`src/rtl/n1_sagu_pkg.sv`:
```
// Shared types for the N1 multi-channel stack address generation unit.
// The package holds the PRS request opcode encoding and the FSM state enum.
package n1_sagu_pkg;

  // Opcode carried by a PRS request.
  typedef enum logic [1:0] {
    OP_PUSH = 2'b00,
    OP_PULL = 2'b01,
    OP_LOAD = 2'b10,
    OP_RST  = 2'b11
  } sagu_op_e;

  // ST_BUS: a stack bus cycle is outstanding.
  typedef enum logic {
    ST_IDLE = 1'b0,
    ST_BUS  = 1'b1
  } sagu_state_e;

endpackage

```
`src/rtl/n1_sagu_sp.sv`:
```
// A single stack pointer with its boundary compares.
// Ports:
//   clk_i, async_rst_i                   clock, async active-low reset
//   inc_i, dec_i, load_i, clr_i          per-stack update strobes from the FSM
//   load_val_i                           value taken when load_i is set
//   sp_o                                 registered pointer
//   empty_o, full_o, nfull_o             combinational compares on sp_o
module n1_sagu_sp
  import n1_sagu_pkg::*;
#(
  parameter int unsigned LSP_WIDTH   = 11,
  parameter int unsigned SAFETY_DIST = 22
) (
  input  logic                 clk_i,
  input  logic                 async_rst_i,
  input  logic                 inc_i,
  input  logic                 dec_i,
  input  logic                 load_i,
  input  logic                 clr_i,
  input  logic [LSP_WIDTH-1:0] load_val_i,
  output logic [LSP_WIDTH-1:0] sp_o,
  output logic                 empty_o,
  output logic                 full_o,
  output logic                 nfull_o
);

  localparam logic [LSP_WIDTH-1:0] SP_MAX   = '1;
  localparam logic [LSP_WIDTH-1:0] NFULL_TH = LSP_WIDTH'((2 ** LSP_WIDTH) - SAFETY_DIST);

  logic [LSP_WIDTH-1:0] sp_q, sp_d;

  // The FSM never raises more than one strobe per cycle; priority is defensive.
  always_comb begin
    sp_d = sp_q;
    if (clr_i)       sp_d = '0;
    else if (load_i) sp_d = load_val_i;
    else if (inc_i)  sp_d = sp_q + LSP_WIDTH'(1);
    else if (dec_i)  sp_d = sp_q - LSP_WIDTH'(1);
  end

  always_ff @(posedge clk_i or negedge async_rst_i) begin
    if (!async_rst_i) sp_q <= '0;
    else              sp_q <= sp_d;
  end

  assign sp_o    = sp_q;
  assign empty_o = (sp_q == '0);
  assign full_o  = (sp_q == SP_MAX);
  assign nfull_o = (sp_q >= NFULL_TH);

endmodule

```
`src/rtl/n1_sagu_mc.sv`:
```
// Multi-channel stack bus AGU: STACK_CNT pointers, each owning an equal
// partition of the stack bus address space, serviced via single-beat
// wishbone cycles.
// Ports:
//   clk_i, async_rst_i                 clock, async active-low reset
//   prs2sagu_req_i / sagu2prs_rdy_o    request handshake
//   prs2sagu_stack_sel_i, _op_i, _load_val_i   request payload
//   sagu2prs_empty_o, sagu2prs_sp_o    per-stack status (stack 0 in LSBs)
//   sagu2excpt_nfull_o                 per-stack near-full
//   sagu2excpt_of_o, sagu2excpt_uf_o   refused push / pull pulses
//   sbus_*                             wishbone master (cyc, stb, we, adr, tga, ack)
module n1_sagu_mc
  import n1_sagu_pkg::*;
#(
  parameter  int unsigned SP_WIDTH    = 12,
  parameter  int unsigned STACK_CNT   = 2,
  parameter  int unsigned SAFETY_DIST = 22,
  localparam int unsigned IDW         = $clog2(STACK_CNT),
  localparam int unsigned LSP_WIDTH   = SP_WIDTH - IDW
) (
  input  logic                           clk_i,
  input  logic                           async_rst_i,
  input  logic                           prs2sagu_req_i,
  output logic                           sagu2prs_rdy_o,
  input  logic [IDW-1:0]                 prs2sagu_stack_sel_i,
  input  logic [1:0]                     prs2sagu_op_i,
  input  logic [LSP_WIDTH-1:0]           prs2sagu_load_val_i,
  output logic [STACK_CNT-1:0]           sagu2prs_empty_o,
  output logic [STACK_CNT*LSP_WIDTH-1:0] sagu2prs_sp_o,
  output logic [STACK_CNT-1:0]           sagu2excpt_nfull_o,
  output logic [STACK_CNT-1:0]           sagu2excpt_of_o,
  output logic [STACK_CNT-1:0]           sagu2excpt_uf_o,
  output logic                           sbus_cyc_o,
  output logic                           sbus_stb_o,
  output logic                           sbus_we_o,
  output logic [SP_WIDTH-1:0]            sbus_adr_o,
  output logic [IDW-1:0]                 sbus_tga_o,
  input  logic                           sbus_ack_i
);

  sagu_state_e          state_q, state_d;
  logic                 cyc_q, cyc_d;
  logic                 we_q, we_d;
  logic [SP_WIDTH-1:0]  adr_q, adr_d;
  logic [IDW-1:0]       tga_q, tga_d;
  logic [STACK_CNT-1:0] of_q, of_d, uf_q, uf_d;
  logic [STACK_CNT-1:0] inc_w, dec_w, load_w, clr_w, full_w;
  logic [LSP_WIDTH-1:0] sp_w [STACK_CNT];
  sagu_op_e             op_w;

  assign op_w = sagu_op_e'(prs2sagu_op_i);

  // Pointer bank, one instance per stack.
  for (genvar g = 0; g < STACK_CNT; g++) begin : g_sp
    n1_sagu_sp #(
      .LSP_WIDTH   (LSP_WIDTH),
      .SAFETY_DIST (SAFETY_DIST)
    ) u_sp (
      .clk_i       (clk_i),
      .async_rst_i (async_rst_i),
      .inc_i       (inc_w[g]),
      .dec_i       (dec_w[g]),
      .load_i      (load_w[g]),
      .clr_i       (clr_w[g]),
      .load_val_i  (prs2sagu_load_val_i),
      .sp_o        (sp_w[g]),
      .empty_o     (sagu2prs_empty_o[g]),
      .full_o      (full_w[g]),
      .nfull_o     (sagu2excpt_nfull_o[g])
    );
    assign sagu2prs_sp_o[g*LSP_WIDTH +: LSP_WIDTH] = sp_w[g];
  end

  // Next-state, bus payload and per-stack strobes.
  always_comb begin
    state_d = state_q;
    cyc_d   = cyc_q;
    we_d    = we_q;
    adr_d   = adr_q;
    tga_d   = tga_q;
    of_d    = '0;
    uf_d    = '0;
    inc_w   = '0;
    dec_w   = '0;
    load_w  = '0;
    clr_w   = '0;
    unique case (state_q)
      ST_IDLE: begin
        if (prs2sagu_req_i) begin
          unique case (op_w)
            OP_PUSH: begin
              if (full_w[prs2sagu_stack_sel_i]) begin
                of_d[prs2sagu_stack_sel_i] = 1'b1;
              end else begin
                state_d = ST_BUS;
                cyc_d   = 1'b1;
                we_d    = 1'b1;
                adr_d   = {prs2sagu_stack_sel_i, sp_w[prs2sagu_stack_sel_i]};
                tga_d   = prs2sagu_stack_sel_i;
              end
            end
            OP_PULL: begin
              if (sp_w[prs2sagu_stack_sel_i] == '0) begin
                uf_d[prs2sagu_stack_sel_i] = 1'b1;
              end else begin
                state_d = ST_BUS;
                cyc_d   = 1'b1;
                we_d    = 1'b0;
                // Pull reads the topmost occupied word, one below SP.
                adr_d   = {prs2sagu_stack_sel_i,
                           sp_w[prs2sagu_stack_sel_i] - LSP_WIDTH'(1)};
                tga_d   = prs2sagu_stack_sel_i;
              end
            end
            OP_LOAD: load_w[prs2sagu_stack_sel_i] = 1'b1;
            OP_RST:  clr_w[prs2sagu_stack_sel_i]  = 1'b1;
            default: ;
          endcase
        end
      end
      ST_BUS: begin
        if (sbus_ack_i) begin
          state_d = ST_IDLE;
          cyc_d   = 1'b0;
          if (we_q) inc_w[tga_q] = 1'b1;
          else      dec_w[tga_q] = 1'b1;
        end
      end
      default: begin
        state_d = ST_IDLE;
        cyc_d   = 1'b0;
      end
    endcase
  end

  always_ff @(posedge clk_i or negedge async_rst_i) begin
    if (!async_rst_i) begin
      state_q <= ST_IDLE;
      cyc_q   <= 1'b0;
      we_q    <= 1'b0;
      adr_q   <= '0;
      tga_q   <= '0;
      of_q    <= '0;
      uf_q    <= '0;
    end else begin
      state_q <= state_d;
      cyc_q   <= cyc_d;
      we_q    <= we_d;
      adr_q   <= adr_d;
      tga_q   <= tga_d;
      of_q    <= of_d;
      uf_q    <= uf_d;
    end
  end

  assign sagu2prs_rdy_o  = (state_q == ST_IDLE);
  assign sagu2excpt_of_o = of_q;
  assign sagu2excpt_uf_o = uf_q;
  assign sbus_cyc_o      = cyc_q;
  assign sbus_stb_o      = cyc_q;
  assign sbus_we_o       = we_q;
  assign sbus_adr_o      = adr_q;
  assign sbus_tga_o      = tga_q;

endmodule

```
`config.mk`:
```
export PLATFORM = sky130hd
export DESIGN_NAME = n1_sagu_mc
export DESIGN_NICKNAME = d
export VERILOG_FILES = /design/src/rtl/n1_sagu_pkg.sv /design/src/rtl/n1_sagu_sp.sv /design/src/rtl/n1_sagu_mc.sv
export SDC_FILE = /design/constraint.sdc
export NUM_CORES = 1
export LEC_CHECK = 0
export CORE_MARGIN = 2
export CORE_UTILIZATION = 35
export DETAILED_ROUTE_END_ITERATION = 8
export SLEW_MARGIN = 20
export SYNTH_ARGS = -nofsm -noshare
export SYNTH_HDL_FRONTEND = slang
export SYNTH_HIERARCHICAL = 1
export SYNTH_SLANG_ARGS = --single-unit
```
`constraint.sdc`:
```
create_clock -name clk_i -period 4.08 [get_ports clk_i]
set_input_delay 0.612 -clock clk_i [delete_from_list [all_inputs] [get_ports clk_i]]
set_output_delay 0.612 -clock clk_i [all_outputs]
set_load 0.03 [all_outputs]
```
# After elaboration in Yosys (flattened, before gate mapping)
# Cells that the tools add are included.
word_totals:
  register_bits: 42
  latch_bits: 0
  ramBits: 0
  mem_bits_ro: 0
  out_inout_bits: 47
  elab_cells: 103
  n_memories: 0
op_classes:
  add_sub_neg: 5
  multipliers: 0
  n_div: 0
  n_lt_le_gt_ge: 7
  n_eq_ne: 12
  n_shift: 0
  mux: 57
  bitwise_logic: 2
  reduce_logical: 11
ops:
  columns: ["operator", "n"]
  rows:
  - ["$mux W11", 11]
  - ["$mux W2", 20]
  - ["$logic_not A11 Y1", 3]
  - ["$sub A11 B1 Y11 const B", 3]
  - ["$mux W12", 2]
  - ["$pmux W12 S2", 1]
  - ["$add A11 B1 Y11 const B", 2]
  - ["$eq A11 B11 Y1 const B", 2]
  - ["$ge A11 B11 Y1 const B", 2]
  - ["$mux W1", 15]
  - ["$pmux W1 S2", 6]
  - ["$reduce_and A5 Y1", 2]
  - ["$ne A2 B2 Y1 const B", 4]
  - ["$reduce_bool A4 Y1", 2]
  - ["$ne A3 B3 Y1 const B", 2]
  - ["$eq A2 B2 Y1 const B", 2]
  - ["$lt A1 B2 Y1 const B", 2]
  - ["$ne A3 B1 Y1 const B", 1]
  - ["$demux W1 S1", 2]
  - ["$eq A2 B1 Y1 const B", 1]
  - ["$ge A1 B1 Y1 const B", 2]
  - ["$ge A2 B2 Y1 const B", 1]
  - ["$logic_and A1 B1 Y1", 2]
  - ["$logic_not A2 Y1", 1]
  - ["other kinds (3)", 3]

# Logic depth before layout (Yosys ltp)
depth:
  ltp_word: 11
  ltp_mapped: 10
  ltp_nobuf: 10

# Hierarchy
# Netlist, hierarchy kept.
by_module_without_submodules:
  columns: ["module", "instances", "cells_each", "area_each_um2", "seq_area_each_um2"]
  rows:
  - ["n1_sagu_sp", 2, 132, 1106.1, 275.3]
  - ["n1_sagu_mc", 1, 131, 1328.8, 475.5]

# Worst setup path after synthesis
# OpenSTA, ideal clock, no wires.
synth_timing:
  path_kind: "input -> register"
  from: "in sbus_ack_i"
  to: "reg g_sp[0].u_sp.sp_q[8]"
  arrival_ns: 2.995
  required_ns: 3.986
  setup_slack_ns: 0.991
  cell_stages: 9
  path_cell_list: "nand2_1 -> nor3_1 -> inv_1 -> ha_1 -> nor2b_4 -> o311a_4 -> o311ai_4 -> o311ai_1 -> a221oi_2"
synth_via:
  elab_chain_cells: 5
  word_cells_on_any_way: 8
synth_lines:
  columns: ["item", "line_no", "text"]
  rows:
  - ["from (decl)", "n1_sagu_mc.sv:38", "input logic sbus_ack_i"]
  - ["$mux W2 (*)", "n1_sagu_mc.sv:122", "if (sbus_ack_i) begin"]
  - ["$mux W2 (*)", "n1_sagu_mc.sv:87", "unique case (state_q)"]
  - ["named net inc_w[0]", "n1_sagu_mc.sv:47", "logic [STACK_CNT-1:0] inc_w, dec_w, load_w, clr_w, full_w;"]
  - ["$mux W11", "n1_sagu_sp.sv:37", "else if (inc_i) sp_d = sp_q + LSP_WIDTH'(1);"]
  - ["$mux W11", "n1_sagu_sp.sv:36", "else if (load_i) sp_d = load_val_i;"]
  - ["$mux W11", "n1_sagu_sp.sv:35", "if (clr_i) sp_d = '0;"]
  - ["to (signal assigned)", "n1_sagu_sp.sv:43", "else sp_q <= sp_d;"]
  - ["to (decl)", "n1_sagu_sp.sv:30", "logic [LSP_WIDTH-1:0] sp_q, sp_d;"]
# Mark *: on every way through the listed nets, which the timed path passes. The rest lies on a longest branch.
# A chain may end at the register's enable or synchronous reset.

# Final worst setup path
layout_timing:
  from: "in sbus_ack_i"
  to: "reg g_sp[0].u_sp.sp_q[10]"
# Same word-level chain as after synthesis.

==> impl_summary.log <==
[metrics] via count of the first global-routing pass: 3,028
[metrics] area leader, netlist: dfrtp_1
[metrics] final global-route overflow total: 0
[metrics] maximum level of the CTS H-tree: 2
[metrics] number of library cell types mapped by synthesis: 62
[metrics] number of antenna cells inserted: 0
[metrics] measured slew at the worst slew-check pin: a little over 0.9 ns
[metrics] fraction of registers with async set/reset: 100%
[metrics] met3 routing resource usage after global routing: slightly above 3%
[metrics] post-detailed-placement half-perimeter wirelength: ~7600 um
[metrics] clock root buffer: clkbuf_8
[metrics] growth of design area from synthesis to finish: 25.4%
[metrics] Hold Crit Class: input port to async pin
[metrics] warning count from the yosys run: 6
[metrics] Finish-stage setup viols: 0
[metrics] total stage count of the critical path: 11
[metrics] die footprint: 10,900 um^2
[metrics] end of the worst register-to-register path: g_sp[1].u_sp/sp_o[9]
[metrics] clock tree from TritonCTS: done
[metrics] most numerous cell types in the synthesized netlist: nor2_1 (49), dfrtp_1 (41), a21oi_1 (29)
[metrics] gate family responsible for the most delay along the worst path: compound AO/OA/AOI/OAI gates
[metrics] initial DRC count: between 150 and 200
[metrics] CTS Hold Buffers Added: 0
[metrics] largest incremental delay on the critical path: 0.49 ns
[metrics] PwrDens: 820 nW/um^2
[metrics] post-cts repair resize count: 0
[metrics] WP data arrival: 3.38 ns
[metrics] met1 Usage GRT: 23.9%
[metrics] antenna violations before repair: 0
[metrics] most crowded layer after global routing: met2
[metrics] overall die height: 105 um
[metrics] worst vdd ir: 0.326 mV
[metrics] buffers inserted during post-CTS setup optimization: 0
[metrics] Initial Utilization: 36.1%
[metrics] maximum number of pins on one net before global-route repair: 42
[metrics] residual antenna-violating net count after detailed routing: 0
[metrics] count of pins on the block boundary: 65
[metrics] Port Buffers: 64
[metrics] weighted congestion reported at the end of routability-driven placement: roughly 0.86
[metrics] most used standard cell by instance count after synthesis: nor2_1
[metrics] maximum number of buffers from clock root to sink: 2
[metrics] core area: 9820 um^2
[metrics] routed length per instance: 16.7 um
[metrics] core utilization of the finished layout: 45.2%
[metrics] Netlist Area Pre-Place: 3540 um^2
[metrics] proportion of layout cells with a drive suffix above 1: a little over a tenth
[metrics] clock-pin slew on the worst setup and hold paths: 0.08 ns
[metrics] Max Clock Skew: 0.00219 ns
[metrics] number of max-capacitance violations reported: 0
[metrics] via density per instance: between 5 and 6
[metrics] Crit path buffers/inverters: 2
[metrics] final hold violations: 0
[metrics] final-stage net count: 496
[metrics] launching element type of the critical path: input port
[metrics] std cell rows: 36
[metrics] cell leakage power: 1.81 nW
[metrics] GRT Overall Usage: 18.1%
[metrics] Critical-path top delay cell: clkdlybuf4s50_1
[metrics] die extent in x: 105 um
[metrics] sequential-to-total area share from yosys stat: ~29%
[metrics] sort of element at the end of the critical path: register
[metrics] number of buffers created by CTS: 5
[metrics] final routed wirelength across all metal layers: 9840 um
[metrics] number of optimization iterations in the first detailed-route pass: 4
[metrics] Worst Setup Path Type: input port to register
[metrics] RSZ-0062 raised after global routing: no
[metrics] data required time of the critical path: 4.32 ns
[metrics] met2 Track Usage GR: 30.3%
[metrics] post-layout min period: about 3.1 ns
[metrics] Clk Latency, worst-skew pair: 0.30 ns
[metrics] status: completed
[metrics] worst reg2reg startpoint: sbus_tga_o
[metrics] final worst-path cycle share: 77.0%
[metrics] post-synth top area share: between 20% and 30%
[metrics] most used flip-flop cell after synthesis: dfrtp_1
[metrics] FF-to-FF path depth: 11
[metrics] Clock Sinks: 41
[metrics] cell count after synthesis: 395
[metrics] top cells by area in the synthesized netlist: dfrtp_1 (29%), ha_1 (7.1%), mux2i_1 (5.7%)
[metrics] DRC violations left: 0
[metrics] post-synthesis average cell area: 8.96 um^2
[metrics] Post-Route Setup TNS: 0 ns
[metrics] critical path fanouts, max: 9
[metrics] global-route wire length before repair: 15,900 um
[metrics] total of flip-flops plus latches after synthesis: just over 40
[metrics] ordered list of cells on the worst path: clkdlybuf4s50_1 -> nand2_1 -> nor3_1 -> inv_1 -> ha_1 -> nor2b_4 -> o311a_4 -> o311ai_4 -> a21oi_2 -> mux2i_1 -> o311a_1
[metrics] Post-Synthesis Net Count: 435
[metrics] Max Freq: 318 MHz
[metrics] number of max-slew violations in the final report: 0
[metrics] slew margin rel.: 38.3%
[metrics] worst setup slack for register-to-register paths: 1.32 ns
[metrics] number of synthesized flops with an enable pin: 0
[metrics] overall via count from detail_route: 3,192
-- final cells by class --
type                            instances  area (um^2)
Clock buffer                            7         86.3
Clock inverter                          1         30.0
Fill cell                             998         5380
Inverter                               18         67.6
Multi-Input combinational cell        317         2360
Sequential cell                        41         1030
Tap cell                              133          166
Timing Repair Buffer                   73          703
-- stage by stage --
| stage | hold WS [ns] | cell area (um^2) | total power [mW] | instances | worst slack [ns] |
|---|---|---|---|---|---|
| finish | 0.447 | 4440 | 3.64 | 590 | 0.937 |
| global route | 0.522 | 4440 | 3.92 | 590 | 0.729 |
| CTS | 0.488 | 4440 | 3.66 | 590 | 0.946 |
| detailed placement | 0.503 | 4320 | 3.30 | 582 | 0.643 |
| global placement | 0.499 | 4320 | 3.27 | 582 | 0.690 |
| floorplan | 0.316 | 3540 | 2.55 | 395 | 0.991 |
-- metal layers --
layer  vias up  share of wire, %  wire length, um
met5         -                 0                0
met4         0               2.0              193
li1       1570                 -                -
met2        72                48             4710
met3        14               3.9              384
met1      1536                46             4550
-- layout by cell type, fill, tap and decap left out, types with 3 or more instances in the layout --
| cell type | instances |
|---|---|
| mux2i_1 | 20 |
| o21a_1 | 12 |
| buf_4 | 9 |
| mux2_4 | 8 |
| nand2_1 | 26 |
| xor2_1 | 15 |
| nor4_1 | 9 |
| inv_1 | 18 |
| a21o_1 | 7 |
| o21ai_0 | 9 |
| or3_1 | 4 |
| nor2_1 | 49 |
| nor3_1 | 11 |
| or2_2 | 3 |
| a21oi_1 | 29 |
| o21ai_1 | 4 |
| clkbuf_8 | 6 |
| and3_1 | 3 |
| clkdlybuf4s50_1 | 63 |
| o22ai_1 | 6 |
| nand2b_1 | 5 |
| nand4b_1 | 3 |
| mux2_2 | 3 |
| nor4b_1 | 3 |
| dfrtp_1 | 41 |
| xnor2_1 | 11 |
| ha_1 | 20 |
| a221oi_1 | 4 |
-- report_power, final --
| part | internal (mW) | total [mW] | switching, mW |
|---|---|---|---|
| clock network | 0.200 | 0.348 | 0.148 |
| registers | 0.571 | 0.928 | 0.357 |
| logic | 1.11 | 2.36 | 1.25 |
| total | 1.88 | 3.64 | 1.76 |
-- sequential cells by signal, summed over array words and instances (netlist names) --
name             flops
sbus_tga_o           1
g_sp.u_sp/sp_o      22
sagu2excpt_uf_o      2
sbus_cyc_o           1
sbus_adr_o          11
sbus_we_o            1
state_q              1
sagu2excpt_of_o      2
-- worst max-delay path by stage --
stage                     from                    end
floorplan           sbus_ack_i   g_sp[0].u_sp/sp_o[8]
global placement    sbus_ack_i   g_sp[1].u_sp/sp_o[9]
detailed placement  sbus_ack_i   g_sp[0].u_sp/sp_o[9]
CTS                 sbus_ack_i  g_sp[0].u_sp/sp_o[10]
global route        sbus_ack_i   g_sp[0].u_sp/sp_o[9]
finish              sbus_ack_i  g_sp[0].u_sp/sp_o[10]
-- cell families (layout without fill, tap and decap cells) --
| group | after synthesis | count (layout) | share of synthesized area, % |
|---|---|---|---|
| compound gates | 102 | 102 | 22.0 |
| xor+xnor | 26 | 26 | 6.43 |
| fa+ha+maj | 22 | 22 | 8.20 |
| buf+inv | 37 | 99 | 4.49 |
| flops | 41 | 41 | 29.0 |
| mux | 31 | 31 | 10.0 |
| simple gates | 136 | 136 | 19.9 |
(Power assumes the default switching activity.)
